$ cat config.mk
export PLATFORM = sky130hd
export DESIGN_NAME = uart_tx_arbiter
export DESIGN_NICKNAME = d
export VERILOG_FILES = /design/src/rtl/uart_arb_pkg.sv /design/src/rtl/uart_arb_rr_pick.sv /design/src/rtl/uart_tx_arbiter.sv
export SDC_FILE = /design/constraint.sdc
export NUM_CORES = 1
export LEC_CHECK = 0
export CORE_ASPECT_RATIO = 1.5
export CORE_MARGIN = 2
export CORE_UTILIZATION = 41
export DETAILED_ROUTE_END_ITERATION = 10
export GPL_TIMING_DRIVEN = 0
export PLACE_DENSITY = 0.83
export SLEW_MARGIN = 20
export SYNTH_ARGS = -nofsm -noshare
export SYNTH_HDL_FRONTEND = slang
export SYNTH_SLANG_ARGS = --single-unit
$ cat constraint.sdc
create_clock -name CLK -period 2.2 [get_ports CLK]
set_clock_uncertainty 0.15 [all_clocks]
set_input_delay 0.55 -clock CLK [delete_from_list [all_inputs] [get_ports CLK]]
set_output_delay 0.55 -clock CLK [all_outputs]
set_load 0.01 [all_outputs]
$ cat src/rtl/uart_arb_pkg.sv
// Shared encodings and default constants for the two-requester UART TX arbiter.
package uart_arb_pkg;

    typedef enum logic {
        ST_IDLE = 1'b0,
        ST_BUSY = 1'b1
    } arb_state_t;

    typedef enum logic {
        OWN_REQ0 = 1'b0,
        OWN_REQ1 = 1'b1
    } arb_owner_t;

    localparam int DATA_W_DEF      = 8;
    localparam int MAX_BURST_DEF   = 64;
    localparam int CNT_W_DEF       = 7;
    localparam int TIMEOUT_CYC_DEF = 1024;

endpackage

$ cat src/rtl/uart_arb_rr_pick.sv
// Combinational 2-way round-robin picker: a lone requester wins, a tie goes to rr_ptr.
module uart_arb_rr_pick
    import uart_arb_pkg::*;
(
    input  logic [1:0] i_valid,
    input  logic       i_rr_ptr,
    output logic       o_grant_valid,
    output logic       o_grant_idx
);

    logic w_tie;

    assign w_tie         = &i_valid;
    assign o_grant_valid = |i_valid;
    assign o_grant_idx   = w_tie ? i_rr_ptr : i_valid[OWN_REQ1];

endmodule

$ cat src/rtl/uart_tx_arbiter.sv
// Message-granular arbiter sharing one UART TX serializer between two byte streams.
// Define UART_ARB_TIMEOUT_EN to add the owner-stall timeout and the STALL_ABORT port.
module uart_tx_arbiter
    import uart_arb_pkg::*;
#(
    parameter int DATA_W      = DATA_W_DEF,
    parameter int MAX_BURST   = MAX_BURST_DEF,
    parameter int CNT_W       = CNT_W_DEF,
    parameter int TIMEOUT_CYC = TIMEOUT_CYC_DEF
) (
    input  logic              CLK,
    input  logic              RESET,
    input  logic              REQ0_VALID,
    input  logic [DATA_W-1:0] REQ0_DATA,
    input  logic              REQ0_LAST,
    output logic              REQ0_READY,
    input  logic              REQ1_VALID,
    input  logic [DATA_W-1:0] REQ1_DATA,
    input  logic              REQ1_LAST,
    output logic              REQ1_READY,
    output logic              TX_VALID,
    output logic [DATA_W-1:0] TX_DATA,
    input  logic              TX_READY,
    output logic [1:0]        GNT,
    output logic              ARB_BUSY
`ifdef UART_ARB_TIMEOUT_EN
    ,
    output logic              STALL_ABORT
`endif
);

    arb_state_t       r_state;
    arb_owner_t       r_owner;
    logic             r_rr_ptr;
    logic [CNT_W-1:0] r_burst_cnt;
    logic [1:0]       r_gnt;
    logic             r_arb_busy;

    logic              w_busy;
    logic              w_own_valid;
    logic              w_own_last;
    logic [DATA_W-1:0] w_own_data;
    logic              w_hs;
    logic              w_burst_end;
    logic              w_release;
    logic              w_timeout;
    logic              w_drop;
    logic              w_pick_valid;
    logic              w_pick_idx;

    uart_arb_rr_pick u_pick (
        .i_valid       ({REQ1_VALID, REQ0_VALID}),
        .i_rr_ptr      (r_rr_ptr),
        .o_grant_valid (w_pick_valid),
        .o_grant_idx   (w_pick_idx)
    );

    assign w_busy      = (r_state == ST_BUSY);
    assign w_own_valid = (r_owner == OWN_REQ1) ? REQ1_VALID : REQ0_VALID;
    assign w_own_last  = (r_owner == OWN_REQ1) ? REQ1_LAST  : REQ0_LAST;
    assign w_own_data  = (r_owner == OWN_REQ1) ? REQ1_DATA  : REQ0_DATA;

    // Zero-latency pass-through from the owner; the non-owner is held off via READY.
    assign TX_VALID   = w_busy & w_own_valid;
    assign TX_DATA    = TX_VALID ? w_own_data : '0;
    assign REQ0_READY = w_busy & (r_owner == OWN_REQ0) & TX_READY;
    assign REQ1_READY = w_busy & (r_owner == OWN_REQ1) & TX_READY;

    assign w_hs        = TX_VALID & TX_READY;
    assign w_burst_end = (r_burst_cnt == CNT_W'(MAX_BURST - 1));
    assign w_release   = w_hs & (w_own_last | w_burst_end);
    assign w_drop      = w_release | w_timeout;

    assign GNT      = r_gnt;
    assign ARB_BUSY = r_arb_busy;

`ifdef UART_ARB_TIMEOUT_EN
    localparam int STALL_W = $clog2(TIMEOUT_CYC + 1);

    logic [STALL_W-1:0] r_stall_cnt;
    logic               r_stall_abort;

    assign w_timeout   = w_busy & ~w_own_valid & (r_stall_cnt == STALL_W'(TIMEOUT_CYC - 1));
    assign STALL_ABORT = r_stall_abort;

    always_ff @(posedge CLK or negedge RESET) begin
        if (!RESET) begin
            r_stall_cnt   <= '0;
            r_stall_abort <= 1'b0;
        end else begin
            r_stall_abort <= w_timeout;
            if (!w_busy || w_own_valid) begin
                r_stall_cnt <= '0;
            end else begin
                r_stall_cnt <= r_stall_cnt + STALL_W'(1);
            end
        end
    end
`else
    assign w_timeout = 1'b0;
`endif

    always_ff @(posedge CLK or negedge RESET) begin
        if (!RESET) begin
            r_state     <= ST_IDLE;
            r_owner     <= OWN_REQ0;
            r_rr_ptr    <= 1'b0;
            r_burst_cnt <= '0;
            r_gnt       <= 2'b00;
            r_arb_busy  <= 1'b0;
        end else begin
            case (r_state)
                ST_IDLE: begin
                    if (w_pick_valid) begin
                        r_state     <= ST_BUSY;
                        r_owner     <= arb_owner_t'(w_pick_idx);
                        r_gnt       <= w_pick_idx ? 2'b10 : 2'b01;
                        r_arb_busy  <= 1'b1;
                        r_burst_cnt <= '0;
                    end
                end
                ST_BUSY: begin
                    // Every release returns to IDLE, giving the other side one cycle to win.
                    if (w_drop) begin
                        r_state     <= ST_IDLE;
                        r_rr_ptr    <= (r_owner == OWN_REQ0);
                        r_burst_cnt <= '0;
                        r_gnt       <= 2'b00;
                        r_arb_busy  <= 1'b0;
                    end else if (w_hs) begin
                        r_burst_cnt <= r_burst_cnt + CNT_W'(1);
                    end
                end
                default: begin
                    r_state <= ST_IDLE;
                end
            endcase
        end
    end

endmodule

==> impl_metrics.yaml <==
timing:
  hold_viol: 0
  finalCritPeriodShare_pct: 99.5
  fin_crit_ns: 2.19
  tightest_slew_ns: 0.593
  setup_ws_ns: 0.0107
  finalSetupViolations: 0
  tns_ns: 0
  whs_ns: 0.361
  drv_slew: 0
  rsz0062_at_grt: "yes"
  relSlewSlack_pct: 60.3
  fmax_ghz: 0.457
die:
  die_area_um2: 2440
  die_h_um: 59.5
  coreArea_um2: 1980
  start_util_pct: 42.7
  row_count: 20
  io_pins: 37
  die_w_um: 41.0
drt:
  drt_iter0_drc: 14
  num_vias: 902
  firstDrtPassIters: 4
  wl_per_cell_um: 14.2
  ant_nets: 0
  drc: 0
  via_per_inst: 5.53
  wirelength_mm: 2.32
pwr:
  p_clk_share_pct: 11.3
  swShare_pct: 38.4
  vdd_drop_max_mv: 0.663
  comb_power_share_pct: 58.7
  seqPwrFrac_pct: 30.0
  leakagePower_nw: 0.626
  p_int_mw: 0.822
  p_per_area_nw_per_um2: 1040
  p_sw_mw: 0.513
global_route:
  antenna_found_initial: 0
  first_global_vias: 886
  grt_max_degree: 14
  gr-total-overflow: 0
  track_usage_pct: 22.4
  grt_pass1_wl_mm: 3.77
placed_design:
  dp_hpwl_mm: 1.71
  dp_slack_ns: -0.739
  routabilityCongestion: 0.712
  portBuffers: 36
synth:
  syn-num-nets: 118
  netlist_area_um2: 843
  yosysTopAreaCell: "dfrtp_1"
  yosysMostFrequentCell: "nand2_1"
  synth_seq_area_share_pct: 38.6
  ys_seq_elements: 13
  ys_types: 28
  synthDominantCellAreaShare_pct: 38.6
  synthArstFlopShare_pct: 100
  syn_inst: 94
  synth_edf_count: 0
  synthTopCellsByArea: "dfrtp_1, mux2i_1, nand2_1"
  yosysWarnings: 0
  syn_avg_cell_area_um2: 8.97
  synthTopCellsByCount: "nand2_1, dfrtp_1, nor2_1, mux2i_1, o21ai_0"
  ys.flop_type: "dfrtp_1"
min_path:
  hold_path.class: "flop to flop"
worst_setup_path:
  r2r-start: "r_burst_cnt[0]$_DFFE_PN0P_"
  crit_path_end_kind: "output pin"
  start_kind: "primary input"
  arrival_ns: 1.49
  cp_max_fo: 4
  path_class: "primary input to output pin"
  ff2ff_setup_slack_ns: 0.26
  endpoint: "TX_DATA[0]"
  critPathLaunch: "REQ1_VALID"
  reg2reg_to: "r_rr_ptr$_DFFE_PN0P_"
  reg2regPathDepth: 5
  crit_required_ns: 1.50
finish:
  drive_above_1_share_pct: 23.4
  fin_nets: 166
  area_delta_synth_final_pct: 52.7
  antenna-diode-count: 0
clock_tree:
  htree_levels: 1
  clk_latency_ns: 0.28
  numClockSinks: 13
  root_buffer: "clkbuf_4"
  cts_buffer_depth: 2
  cts_tree: "done"
  numCtsBuffers: 3
  cts_hold_buf: 0
  clkTransAtPathRegs_ns: 0.08
outcome:
  outcome: "finished clean"
flow_run:
  timing.max_cap.violations: 0
[cell type report]
cell class | instances | area, um2
flip-flops and latches | 13 | 325
plain buffers | 4 | 41.3
inverters | 6 | 22.5
repair buffers | 42 | 359
multi-input cells | 72 | 485
fillers | 180 | 689
well taps | 22 | 27.5
clock buffers | 4 | 26.3
[power groups by stage]
stage / Sequential (mW) / Clock, mW / Combinational [mW]
floorplan: 0.401 / 0 / 0.423
global placement: 0.396 / 0 / 0.702
detailed placement: 0.405 / 0 / 0.729
CTS: 0.400 / 0.150 / 0.750
global route: 0.413 / 0.162 / 0.855
finish: 0.401 / 0.150 / 0.783
[metrics by stage]
stage | cells | area, um2 | total power [mW] | utilization [%]
2_1_floorplan | 94 | 843 | 0.823 | -
3_3_place_gp | 152 | 1230 | 1.10 | 62.3
3_5_place_dp | 152 | 1230 | 1.13 | 62.3
4_1_cts | 160 | 1280 | 1.30 | 64.7
5_1_grt | 163 | 1290 | 1.43 | 65.1
6_report | 163 | 1290 | 1.33 | 65.1
[kinds of logic after synthesis]
group / count (synthesis) / share of synthesized area (%)
AO/OA/AOI/OAI: 22 / 18.4
buffers and inverters: 10 / 6.38
adder cells (fa/ha/maj): 1 / 1.48
AND/OR/NAND/NOR: 36 / 19.1
multiplexers: 12 / 16.0
flip-flops: 13 / 38.6
[routing by layer]
metal / track usage, % / share of wire [%] / vias up
met1: 24.1 / 35 / 428
met3: 5.64 / 7.1 / 9
met2: 37.1 / 55 / 41
met5: 0 / 0 / -
met4: 12.4 / 3.6 / 0
li1: - / - / 424
[critical path, stage by stage]
cell and delay, ns:
dlygate4sd2_1 0.27, mux2_4 0.31, nand2_4 0.10, buf_6 0.09, nor2_2 0.02, buf_2 0.13
[how the worst min path moves through the flow]
stage	start	end	slack [ns]	cells after the start
3_5_place_dp	r_burst_cnt[6]$_DFFE_PN0P_	r_burst_cnt[6]$_DFFE_PN0P_	0.35	1
5_1_grt	r_burst_cnt[6]$_DFFE_PN0P_	r_burst_cnt[6]$_DFFE_PN0P_	0.40	1
4_1_cts	r_burst_cnt[6]$_DFFE_PN0P_	r_burst_cnt[6]$_DFFE_PN0P_	0.37	1
2_1_floorplan	RESET	ARB_BUSY$_DFFE_PN0P_	0.10	0
6_report	r_burst_cnt[6]$_DFFE_PN0P_	r_burst_cnt[6]$_DFFE_PN0P_	0.36	1
3_3_place_gp	r_burst_cnt[6]$_DFFE_PN0P_	r_burst_cnt[6]$_DFFE_PN0P_	0.34	1
[state kept, by name, indices dropped and copies added, names as in the netlist]
register     cells
r_burst_cnt      7
GNT              2
ARB_BUSY         1
r_owner          1
r_rr_ptr         1
r_state          1
[repair_timing]
item / 4_1_cts / 5_1_grt
buffers inserted: 3 / 4
hold endpoints to repair: 0 / 0
cloned: 1 / 0
pin swaps: 2 / 3
resized for setup: 45 / 6
endpoints found under the setup margin: 11 / 5
[placed cells by master (no fill, tap or decap), types with 2 or more instances in the layout]
cell	instances
a22oi_1	3
buf_2	8
buf_4	5
buf_6	4
clkbuf_4	4
clkdlybuf4s50_1	22
dfrtp_1	13
dlygate4sd2_1	4
inv_1	6
mux2_4	3
mux2i_1	9
nand2_1	13
nand2_4	2
nand3_1	2
nor2_1	12
nor3_1	2
o21a_1	2
o21ai_0	9
No activity file was read; power rests on OpenSTA's default activity.
